File: src/rtl/tt_um_jleugeri_ttt_event_router.sv
// Event router: buffers per-source start/end pulses and serializes them round-robin
// into signed good/bad token increments. Optional sticky overflow flag: TTT_ROUTER_OVERFLOW_EN.
module tt_um_jleugeri_ttt_event_router #(
  parameter int NUM_SOURCES     = 4,
  parameter int SRC_BITS        = $clog2(NUM_SOURCES),
  parameter int NEW_TOKENS_BITS = 4
) (
  input  logic                              clock_fast,
  input  logic                              reset,
  input  logic [NUM_SOURCES-1:0]            src_token_start,
  input  logic [NUM_SOURCES-1:0]            src_token_end,
  input  logic                              cfg_write,
  input  logic [SRC_BITS-1:0]               cfg_addr,
  input  logic signed [NEW_TOKENS_BITS-1:0] cfg_weight,
  input  logic                              cfg_is_bad,
  output logic signed [NEW_TOKENS_BITS-1:0] new_good_tokens,
  output logic signed [NEW_TOKENS_BITS-1:0] new_bad_tokens,
  output logic                              busy
`ifdef TTT_ROUTER_OVERFLOW_EN
  ,
  output logic                              overflow
`endif
);

  localparam logic signed [NEW_TOKENS_BITS-1:0] W_MIN = {1'b1, {(NEW_TOKENS_BITS-1){1'b0}}};
  localparam logic signed [NEW_TOKENS_BITS-1:0] W_MAX = {1'b0, {(NEW_TOKENS_BITS-1){1'b1}}};

  logic signed [NEW_TOKENS_BITS-1:0] weight_reg [NUM_SOURCES];
  logic [NUM_SOURCES-1:0]            is_bad_reg;
  logic [NUM_SOURCES-1:0]            pend_start_reg;
  logic [NUM_SOURCES-1:0]            pend_end_reg;
  logic [NUM_SOURCES-1:0]            clear_start;
  logic [NUM_SOURCES-1:0]            clear_end;
  logic [SRC_BITS-1:0]               rr_reg;
  logic [SRC_BITS-1:0]               rr_next;

  logic                              sel_valid;
  logic [SRC_BITS-1:0]               sel_src;
  logic                              sel_is_end;
  logic signed [NEW_TOKENS_BITS-1:0] sel_weight;
  logic signed [NEW_TOKENS_BITS-1:0] incr;
  logic signed [NEW_TOKENS_BITS-1:0] good_next;
  logic signed [NEW_TOKENS_BITS-1:0] bad_next;

  assign busy = |{pend_start_reg, pend_end_reg};

  // Scan registered pending bits from rr upward, first hit wins; start before end.
  always_comb begin
    int idx;
    int nxt;
    logic [SRC_BITS-1:0] cand;
    idx        = 0;
    nxt        = 0;
    cand       = '0;
    sel_valid  = 1'b0;
    sel_src    = '0;
    sel_is_end = 1'b0;
    for (int k = 0; k < NUM_SOURCES; k++) begin
      idx = int'(rr_reg) + k;
      if (idx >= NUM_SOURCES) idx = idx - NUM_SOURCES;
      cand = SRC_BITS'(idx);
      if (!sel_valid && (pend_start_reg[cand] || pend_end_reg[cand])) begin
        sel_valid  = 1'b1;
        sel_src    = cand;
        sel_is_end = !pend_start_reg[cand];
      end
    end
    nxt = int'(sel_src) + 1;
    if (nxt >= NUM_SOURCES) nxt = 0;
    rr_next = sel_valid ? SRC_BITS'(nxt) : rr_reg;
  end

  always_comb begin
    clear_start = '0;
    clear_end   = '0;
    if (sel_valid) begin
      if (sel_is_end) clear_end[sel_src]   = 1'b1;
      else            clear_start[sel_src] = 1'b1;
    end
  end

  // End events negate the weight; the most-negative weight saturates instead of wrapping.
  always_comb begin
    sel_weight = weight_reg[sel_src];
    incr       = sel_weight;
    if (sel_is_end) incr = (sel_weight == W_MIN) ? W_MAX : -sel_weight;
    good_next  = '0;
    bad_next   = '0;
    if (sel_valid) begin
      if (is_bad_reg[sel_src]) bad_next  = incr;
      else                     good_next = incr;
    end
  end

  genvar gi;
  generate
    for (gi = 0; gi < NUM_SOURCES; gi++) begin : g_src
      always_ff @(posedge clock_fast) begin
        if (reset) begin
          weight_reg[gi]     <= '0;
          is_bad_reg[gi]     <= 1'b0;
          pend_start_reg[gi] <= 1'b0;
          pend_end_reg[gi]   <= 1'b0;
        end else begin
          if (cfg_write && (cfg_addr == SRC_BITS'(gi))) begin
            weight_reg[gi] <= cfg_weight;
            is_bad_reg[gi] <= cfg_is_bad;
          end
          pend_start_reg[gi] <= (pend_start_reg[gi] & ~clear_start[gi]) | src_token_start[gi];
          pend_end_reg[gi]   <= (pend_end_reg[gi] & ~clear_end[gi]) | src_token_end[gi];
        end
      end
    end
  endgenerate

  always_ff @(posedge clock_fast) begin
    if (reset) begin
      rr_reg          <= '0;
      new_good_tokens <= '0;
      new_bad_tokens  <= '0;
    end else begin
      rr_reg          <= rr_next;
      new_good_tokens <= good_next;
      new_bad_tokens  <= bad_next;
    end
  end

`ifdef TTT_ROUTER_OVERFLOW_EN
  logic dup_event;
  assign dup_event = |((src_token_start & pend_start_reg & ~clear_start) |
                       (src_token_end   & pend_end_reg   & ~clear_end));

  always_ff @(posedge clock_fast) begin
    if (reset) overflow <= 1'b0;
    else if (dup_event) overflow <= 1'b1;
  end
`endif

endmodule

File: config.mk
export PLATFORM = sky130hd
export DESIGN_NAME = tt_um_jleugeri_ttt_event_router
export DESIGN_NICKNAME = d
export VERILOG_FILES = /design/src/rtl/tt_um_jleugeri_ttt_event_router.sv
export SDC_FILE = /design/constraint.sdc
export NUM_CORES = 1
export LEC_CHECK = 0
export BUFFER_PORTS_ARGS = -buffer_cell sky130_fd_sc_hd__buf_2
export CAP_MARGIN = 20
export CORE_MARGIN = 5
export CORE_UTILIZATION = 55
export DETAILED_ROUTE_END_ITERATION = 10
export HOLD_SLACK_MARGIN = 0.12
export PLACE_DENSITY = 0.77
export SKIP_LAST_GASP = 1
export SLEW_MARGIN = 0
export SYNTH_ARGS = -nofsm -noshare
export SYNTH_HDL_FRONTEND = slang
export SYNTH_SLANG_ARGS = --single-unit
export TNS_END_PERCENT = 20
File: constraint.sdc
create_clock -name clock_fast -period 5.5 [get_ports clock_fast]
set_input_delay 1.1 -clock clock_fast [delete_from_list [all_inputs] [get_ports clock_fast]]
set_output_delay 1.1 -clock clock_fast [all_outputs]
set_load 0.1 [all_outputs]
==> impl_metrics.yaml <==
outcome:
  outcome: "finished, final reports clean"
pwr:
  ir_worst_vdd_mv: 0.246
  p_sw_mw: 0.617
  p_leak_nw: 0.959
  power_frac_comb_pct: 58.5
  switching_share_pct: 46.0
  seqPwrFrac_pct: 28.4
  clkPwrFrac_pct: 13.1
  p_total_mw: 1.34
  internal_power_mw: 0.724
  power.density_nw_per_um2: 587
global_route:
  use_met2_pct: 27.6
  grt_pass1_vias: 1413
  antenna_found_initial: 0
  grt.total_usage_pct: 16.8
  grt_pass1_wl_mm: 6.61
  grt_max_degree: 17
  busiest_layer: "met2"
  overflow: 0
  grt_use_met3_pct: 4.97
  grtUsageMet1_pct: 20.6
timing:
  slew_violations: 0
  fin_crit_ns: 4.18
  fin_crit_sh_pct: 76.0
  slew_headroom_pct: 57.9
  hold_viol: 0
  clock.fmax_mhz: 239
  finalSetupViolCount: 0
  fin_setup_tns_ns: 0
  hold_ws_ns: 0.474
  rsz0062_at_grt: "false"
  worst_pin_slew_ns: 0.630
  fin_ws_ns: 1.32
  fin_skew_ns: 0.00507
routing:
  routed_wl_mm: 3.98
  dr.pass1.iters: 5
  vias: 1530
  drtAntennaViolNets: 0
  drc_errors: 0
  drtIter0Drc: 108
  routedWlPerCell_um: 14.8
  via_per_inst: 5.69
critical_path:
  rrSetupSlack_ns: 1.37
  max_stage_delay_ns: 0.73
  cp-start-kind: "flip-flop"
  crit_required_ns: 4.40
  critical_path_class: "flip-flop to output pin"
  r2r-end: "new_good_tokens[3]"
  worstSetupEndpoint: "busy"
  r2r_cells: 11
  crit_fanout: 14
  slowest_stage: "dfxtp_1"
  worst-endpoint-arrival_ns: 3.08
  cp_cell_sequence: "mux4_2 -> or4_1 -> nor2_1 -> nand2_1 -> buf_2"
  crit_path_start: "rr_reg[0]"
  r2r_start: "rr_reg[0]"
  worst_setup_path_end_kind: "output pin"
yosys:
  ys_types: 42
  syn_area_um2: 2050
  syn_inst: 193
  postSynthAreaPerCell_um2: 10.6
  yosysWarnings: 0
  syn_nets: 216
  ys_seq_area_share_pct: 44.9
  ys_ff_latch: 38
placed_design:
  placed_area_um2: 2200
  dpl.hpwl_mm: 3.05
  gp_congestion: 0.787
  dpl_worst_slack_ns: 1.41
  io_buffers: 26
die:
  rows: 22
  die_area_um2: 5050
  ios: 27
  start_util_pct: 56.4
  die_x_um: 71.0
  core_area_um2: 3630
  dieHeight_um: 71.0
final_layout:
  drive_gt1_share_pct: 21.3
  multi_input_area_um2: 1030
  diodes: 0
  area_growth_pct: 11.5
  nFillCells: 308
  nets: 244
  post-route-cell-area_um2: 2280
  seqCellArea_um2: 921
  largest_register_ffs: 16
clock_tree:
  clock_tree.buffer_depth: 2
  ctsResizeCount: 0
  cts_sinks: 38
  clkLatencyLatePin_ns: 0.29
  cts_tree: "built"
  numCtsBuffers: 5
  clkSlewWorstSetupHoldPaths_ns: 0.07
  h-tree-depth: 2
  cts_root_buf: "clkbuf_8"
  holdBufCountCts: 0
  postCtsSetupBuffers: 0
worst_hold_path:
  hold_path_class: "flip-flop to flip-flop"
run:
  maxCapViolCount: 0
[power groups by stage]
stage	sequential, mW	combinational (mW)	clock, mW
after global placement	0.382	0.761	0
after detailed placement	0.387	0.775	0
after CTS	0.381	0.783	0.182
after global routing	0.390	0.857	0.192
final	0.381	0.785	0.175
after floorplan	0.459	0.579	0
[critical path: cells and delay by family (launching register included)]
family	cells	cell delay (ns)
and+or+nand+nor	3	1.05
DFF	1	0.73
muxes	1	0.63
buffers and inverters	1	0.38
[routing by layer]
metal / wire (um) / vias to the layer above
met5: 0 / -
li1: - / 763
met2: 1940 / 42
met4: 79 / 0
met3: 223 / 9
met1: 1730 / 716
[placed cells by master, fill, tap and decap left out, types with 2 or more instances in the layout]
cell       n
buf_2     26
dfxtp_1   22
nor2_1    19
edfxtp_1  16
mux2i_1   14
and2_1    13
inv_1     11
a21oi_1   10
nand2_1    9
mux4_2     8
o21ai_0    6
o21bai_1   5
and3_1     5
ha_1       5
clkbuf_8   5
nor3_1     4
nand3b_1   4
nand3_1    4
a311oi_1   3
or2_1      2
nor2b_1    2
nand2b_1   2
mux2_2     2
a211oi_1   2
o211ai_1   2
buf_4      2
[stage by stage]
stage,std cells,util [%]
after floorplan,193,-
after global placement,262,60.7
after detailed placement,262,60.7
after CTS,269,62.9
after global routing,269,62.9
final,269,62.9
[layout make-up]
class,instances,share of cell area [%]
inverter,12,1.97
multi-input combinational,136,45.2
timing repair buffer,28,6.35
sequential,38,40.3
clock inverter,1,0.329
tap,48,2.63
clock buffer,6,3.18
[synthesized netlist by cell type (all sizes together)]
cell    count  area share (%)
nor2b       2            0.61
nand3b      4             1.5
xnor2       1            0.43
nand2b      2            0.61
nand2       9             1.6
o21bai      5             1.8
mux2i      15             7.5
edfxtp     16              23
a21o        1            0.37
nor4b       1            0.43
nor3        4            0.98
o31ai       1            0.37
o211ai      2            0.73
inv        12             2.2
a311oi      3             1.3
and2       13             4.0
o32ai       1            0.43
mux4        8             8.8
ha          5             3.1
and3        5             1.5
nand3       4            0.98
a22oi       1            0.37
buf         4             1.9
nor3b       1            0.37
a31o        1            0.43
dfxtp      22              21
a222oi      1            0.49
a41oi       1            0.43
a21oi      10             2.4
or4b        1            0.49
a22o        1            0.43
clkbuf      3            0.55
nor2       19             3.5
or2         2            0.61
o21ai       7             1.7
or4         1            0.37
a211oi      2            0.73
mux2        2             1.1
[worst min path at each step]
stage                     cells past startpoint            end     startpoint
after global placement                        2  is_bad_reg[0]  is_bad_reg[0]
final                                         2  is_bad_reg[0]  is_bad_reg[0]
after detailed placement                      2  is_bad_reg[3]  is_bad_reg[3]
after global routing                          2  is_bad_reg[1]  is_bad_reg[1]
after floorplan                               2  is_bad_reg[3]  is_bad_reg[3]
after CTS                                     2  is_bad_reg[3]  is_bad_reg[3]
[logic make-up (layout without fill, tap and decap cells)]
group / count (synthesis) / in the layout / synth area share (%)
fa+ha+maj: 5 / 5 / 3.05
mux: 25 / 25 / 17.4
flops: 38 / 38 / 44.9
xor+xnor: 1 / 1 / 0.427
simple gates: 68 / 68 / 17.5
compound gates: 37 / 37 / 12.0
buf+inv: 19 / 47 / 4.64
(Power assumes the default switching activity.)
